$ cat src/rtl/row_window_buffer.sv
// row_window_buffer
//   Consumer end of the row-streaming image interface. Each rising edge of
//   valid_i captures one W-pixel row into a three-row shift register. Once
//   three rows are held, the block walks a 3x3 window across them (valid
//   convolution, no padding) and hands each window downstream over a
//   valid/ready handshake. When the row has been consumed, done_o pulses
//   for one cycle so the source can send the next row. After H rows the
//   frame bookkeeping is cleared and frame_done_o pulses with that done_o.
//
//   Handshake: a window transfers on every rising clk edge where
//   win_valid_o and win_ready_i are both high. While win_valid_o is high
//   and win_ready_i is low, win_o, col_o and win_valid_o hold stable.
//
// Ports
//   clk, rstn      clock, synchronous active-low reset
//   data_i         row data, pixel k = data_i[8k+7:8k]
//   valid_i        row valid from source (captured on its rising edge)
//   done_o         one-cycle pulse: current row fully consumed
//   win_o          3x3 window, win_o[8*(3r+c)+:8] = row r (0 oldest), column col+c
//   win_valid_o    win_o valid
//   win_ready_i    downstream accepts window
//   col_o          column index of current window
//   row_o          output row index (0..H-3) of current window
//   frame_done_o   one-cycle pulse with the done_o of the last row of a frame
//   overflow_o     sticky: a valid_i rise arrived while busy (row dropped)
module row_window_buffer #(
  parameter int W = 24,
  parameter int H = 24
) (
  input  logic                     clk,
  input  logic                     rstn,
  input  logic [W*8-1:0]           data_i,
  input  logic                     valid_i,
  output logic                     done_o,
  output logic [71:0]              win_o,
  output logic                     win_valid_o,
  input  logic                     win_ready_i,
  // Widths are the number of bits needed to hold W and H respectively.
  output logic [$clog2(W+1)-1:0]   col_o,
  output logic [$clog2(H+1)-1:0]   row_o,
  output logic                     frame_done_o,
  output logic                     overflow_o
);

  localparam int CW = $clog2(W+1);
  localparam int RW = $clog2(H+1);

  localparam logic [1:0] IDLE = 2'd0;
  localparam logic [1:0] LOAD = 2'd1;
  localparam logic [1:0] EMIT = 2'd2;
  localparam logic [1:0] DONE = 2'd3;

  localparam logic [CW-1:0] COL_LAST   = CW'(W - 3);
  localparam logic [RW-1:0] ROWS_FRAME = RW'(H);

  logic [1:0]     state_q, state_d;
  logic [W*8-1:0] r0_q, r0_d;   // oldest row
  logic [W*8-1:0] r1_q, r1_d;
  logic [W*8-1:0] r2_q, r2_d;   // newest row
  logic [1:0]     rows_held_q, rows_held_d;
  logic [RW-1:0]  frame_cnt_q, frame_cnt_d;
  logic [RW-1:0]  row_q, row_d;
  logic [CW-1:0]  col_q, col_d;
  logic           valid_d_q;
  logic           overflow_q, overflow_d;

  logic rise;
  logic frame_end;
  logic handshake;

  assign rise      = valid_i & ~valid_d_q;
  assign frame_end = (frame_cnt_q == ROWS_FRAME);
  assign handshake = win_valid_o & win_ready_i;

  always_comb begin
    state_d     = state_q;
    r0_d        = r0_q;
    r1_d        = r1_q;
    r2_d        = r2_q;
    rows_held_d = rows_held_q;
    frame_cnt_d = frame_cnt_q;
    row_d       = row_q;
    col_d       = col_q;
    // A rise outside IDLE drops that row; only the sticky flag records it.
    overflow_d  = overflow_q | (rise & (state_q != IDLE));

    case (state_q)
      IDLE: begin
        if (rise) begin
          r0_d        = r1_q;
          r1_d        = r2_q;
          r2_d        = data_i;
          rows_held_d = (rows_held_q == 2'd3) ? 2'd3 : rows_held_q + 2'd1;
          frame_cnt_d = frame_cnt_q + RW'(1);
          state_d     = LOAD;
        end
      end
      LOAD: begin
        if (rows_held_q == 2'd3) begin
          col_d   = '0;
          state_d = EMIT;
        end else begin
          state_d = DONE;
        end
      end
      EMIT: begin
        if (handshake) begin
          if (col_q == COL_LAST) state_d = DONE;
          else                   col_d   = col_q + CW'(1);
        end
      end
      DONE: begin
        // rows_held is unchanged since capture, so == 3 means windows went out.
        if (rows_held_q == 2'd3) row_d = row_q + RW'(1);
        if (frame_end) begin
          // Row registers keep stale pixels; rows_held = 0 stops them being used.
          rows_held_d = '0;
          frame_cnt_d = '0;
          row_d       = '0;
        end
        state_d = IDLE;
      end
      default: state_d = IDLE;
    endcase
  end

  always_ff @(posedge clk) begin
    if (!rstn) begin
      state_q     <= IDLE;
      r0_q        <= '0;
      r1_q        <= '0;
      r2_q        <= '0;
      rows_held_q <= '0;
      frame_cnt_q <= '0;
      row_q       <= '0;
      col_q       <= '0;
      valid_d_q   <= 1'b0;
      overflow_q  <= 1'b0;
    end else begin
      state_q     <= state_d;
      r0_q        <= r0_d;
      r1_q        <= r1_d;
      r2_q        <= r2_d;
      rows_held_q <= rows_held_d;
      frame_cnt_q <= frame_cnt_d;
      row_q       <= row_d;
      col_q       <= col_d;
      valid_d_q   <= valid_i;
      overflow_q  <= overflow_d;
    end
  end

  // Window is driven only in EMIT so it reads as zero whenever it is not valid.
  always_comb begin
    int base;
    win_o = '0;
    base  = int'(col_q);
    if (state_q == EMIT) begin
      for (int c = 0; c < 3; c++) begin
        win_o[8*c     +: 8] = r0_q[8*(base+c) +: 8];
        win_o[8*(3+c) +: 8] = r1_q[8*(base+c) +: 8];
        win_o[8*(6+c) +: 8] = r2_q[8*(base+c) +: 8];
      end
    end
  end

  assign win_valid_o  = (state_q == EMIT);
  assign done_o       = (state_q == DONE);
  assign frame_done_o = (state_q == DONE) & frame_end;
  assign col_o        = col_q;
  assign row_o        = row_q;
  assign overflow_o   = overflow_q;

endmodule

$ cat config.mk
export PLATFORM = sky130hd
export DESIGN_NAME = row_window_buffer
export DESIGN_NICKNAME = d
export VERILOG_FILES = /design/src/rtl/row_window_buffer.sv
export SDC_FILE = /design/constraint.sdc
export NUM_CORES = 2
export LEC_CHECK = 0
export ABC_AREA = 0
export BUFFER_PORTS_ARGS = -buffer_cell sky130_fd_sc_hd__clkbuf_2
export CAP_MARGIN = 10
export CORE_MARGIN = 2
export CORE_UTILIZATION = 40
export CTS_CLUSTER_SIZE = 10
export DETAILED_ROUTE_END_ITERATION = 8
export HOLD_SLACK_MARGIN = 0.06
export MAX_ROUTING_LAYER = met4
export PLACE_DENSITY = 0.69
export REMOVE_ABC_BUFFERS = 1
export SLEW_MARGIN = 5
export SYNTH_ARGS = -nofsm -noshare
export SYNTH_HDL_FRONTEND = slang
export SYNTH_SLANG_ARGS = --single-unit
$ cat constraint.sdc
create_clock -name clk -period 2.4 [get_ports clk]
set_input_delay 0.36 -clock clk [delete_from_list [all_inputs] [get_ports clk]]
set_output_delay 0.36 -clock clk [all_outputs]
set_load 0.03 [all_outputs]
==> out/qor.txt <==
status: finished with violations
failing checks: negative setup slack
Async SR Flop Fraction: 0%
WHS: 70.3 ps
syn avg cell area: 8.90 um2
worst hold path class: input pin to register
clock buffer depth: 3
DR WL/cell: 21.4 um
Worst VDD drop: 0.000503 V
Synth Area in Simple Gates: 16.1%
Yosys reg bits: 597
first-pass GRT wire length: 182 mm
Clock Skews: 27.5 ps
1st-iter DRT viols: 3,050
crit end category: primary output
Clock Latency Late Sink: 620 ps
multiplexer share of the synthesized area: 24.8%
actual slew at the worst max-slew pin: 688 ps
Post-synth EDFFs: 0
Total Nets Final: 4,677
CTS H-tree depth: 3
ranking of synthesized cells by area: dfxtp_1, mux4_2, nand2_1, a21boi_0, mux2i_1
Power Density: 655 nW/um2
xor and xnor fraction of the mapped netlist area: 0.202%
Initial Utilization: 40.2%
CTS buffer count: 73
via/cell ratio: 5.78
area leader, netlist: dfxtp_1
vias in the first global route: 31,806
unrepaired setup endpoints after global routing: true
Place WS: -266 ps
overall die height: 299 um
final setup violation count: 72
share of cells above drive strength 1: 26.0%
core box area: 86,500 um2
r2r setup slk: 180 ps
Required @ worst endpoint: 2040 ps
Clock transition at path regs: 60 ps
leakage: 0.0153 uW
# DRC: 0
Detailed Place HPWL: 77.5 mm
distinct cell type count after synthesis: 61
placed insts: 5,263
CP Class: register to primary output
Seq/Total Area, Yosys: 34.4%
GPL Wtd Cong: 0.923
antenna violations before repair: 3
DIE AREA: 89,200 um2
final non-filler cell total: 5,658
clock tree sinks: 597
Hold Vio Cnt, Final: 0
Pre-antenna DRT Iters: 6
synth warn: 0
Routed WL: 121 mm
adder-cell share of the synthesized area: 0.360%
minimum clock period: 3050 ps
Peak Freq: 0.328 GHz
ys flop type: dfxtp_1
Max-Cap Viols: 0
Pins Over Slew Limit: 0
via count: 32,723
Overflow after GRT: 0
row cnt: 108
IO Port Bufs: 281
compound-cell area share of the yosys netlist: 18.9%
Syn Std Cell Area: 34,700 um2
CP Max Fanout: 7
IO Pins: 282
post-layout power: 30,400 uW
root buffer cell: clkbuf_16
CP Launch Type: register
Tcrit/Tclk final: 127%
largest net degree at the start of global routing: 151
post-synthesis cell count: 3,902
total track usage: 26.4%
Antenna Violating Nets Remaining: 0
synthesis-to-finish area growth: 33.4%
CTS tree: done
Slew HR: 53.6%
setup slack after layout: -650 ps
Die Span X: 299 um
largest family of logic cells by synthesized area: multiplexers
post-synth top area share: 34.4%
Critical Path AT: 2690 ps
fin util: 53.6%
## Yosys cell counts, drive strengths merged (18+ instances only)
cell and number:
a21boi 579, a31o 18, o221ai 24, mux4 218, nor2 29, a211oi 32
nor2b 23, nand2 1293, o22a 24, dfxtp 597, buf 138, o21ai 114
a21oi 41, clkbuf 218, a22oi 23, mux2i 356
## state kept, by name (all words and copies together), names as in the netlist
register and flops:
state_q 2, row_o 5, rows_held_q 2, overflow_o 1
r0_q 192, r1_q 192, valid_d_q 1, col_o 5
frame_cnt_q 5, r2_q 192
## cell type report
type | count | area (um2)
multi-input cells | 2936 | 22000
inverters | 13 | 53.8
diodes | 3 | 7.51
well taps | 1155 | 1450
clock inverters | 9 | 56.3
repair buffers | 850 | 8810
flip-flops and latches | 597 | 12000
clock buffers | 95 | 2010
fillers | 7463 | 40100
## where the power goes
part	switching (uW)	internal (uW)
clock	4220	5800
combinational	4960	3520
sequential	1090	10800
## final timing paths
path	from	end	depth (start not counted)
worst max-delay path	col_o[1]$_SDFFE_PN0P_	win_o[3]	9
worst min-delay path	data_i[167]	r2_q[167]$_SDFFE_PN0P_	3
worst max register to register	state_q[1]$_SDFFE_PN0P_	r2_q[128]$_SDFFE_PN0P_	9
worst min register to register	r0_q[1]$_SDFFE_PN0P_	r0_q[1]$_SDFFE_PN0P_	2
## logic make-up after synthesis
kind of cell    count (synthesis)
buf+inv                       369
simple gates                 1417
fa+ha+maj                      10
compound gates                913
flops                         597
xor+xnor                        8
mux                           588
## routing by layer
metal,up-vias,wire length [um],track usage [%]
li1,14901,-,-
met1,15886,49800,33.9
met2,1563,57000,41.6
met3,373,8720,3.83
met4,0,5330,11.1
met5,-,0,-
## stage by stage
step | TNS (ps) | instance area (um2)
6_report | -41390 | 46400
5_1_grt | -46260 | 46400
4_1_cts | -44160 | 44900
3_5_place_dp | -5670 | 39000
3_3_place_gp | -4560 | 39000
2_1_floorplan | - | 33000
## timing repair
action,CTS,global route
pin swaps,22,54
setup buffers,34,53
endpoints found under the hold margin,182,0
gates cloned,14,16
resized for setup,302,202
hold buffers,182,0
endpoints found under the setup margin,73,73
## critical path, cell delays in order, from the launching register on
cell and delay [ps]:
dfxtp_4 400, buf_6 140, buf_12 120, clkbuf_16 160, buf_8 140, mux2i_1 110
mux4_2 470, o22a_1 230, o21ai_2 100, clkbuf_8 200
## cell usage in the layout, fill, tap and decap left out, types with 30 or more instances in the layout
| cell type | instances |
|---|---|
| dlygate4sd3_1 | 182 |
| clkbuf_16 | 91 |
| buf_12 | 93 |
| mux2i_2 | 34 |
| clkbuf_2 | 208 |
| a211oi_1 | 30 |
| mux4_2 | 218 |
| mux2i_1 | 320 |
| clkbuf_8 | 35 |
| buf_8 | 39 |
| buf_6 | 45 |
| nand2_1 | 1289 |
| a21oi_1 | 36 |
| dfxtp_1 | 593 |
| o21ai_0 | 50 |
| a21boi_0 | 579 |
| buf_4 | 218 |
| o21ai_1 | 41 |
Note: power is estimated with default switching activity, not from simulation.
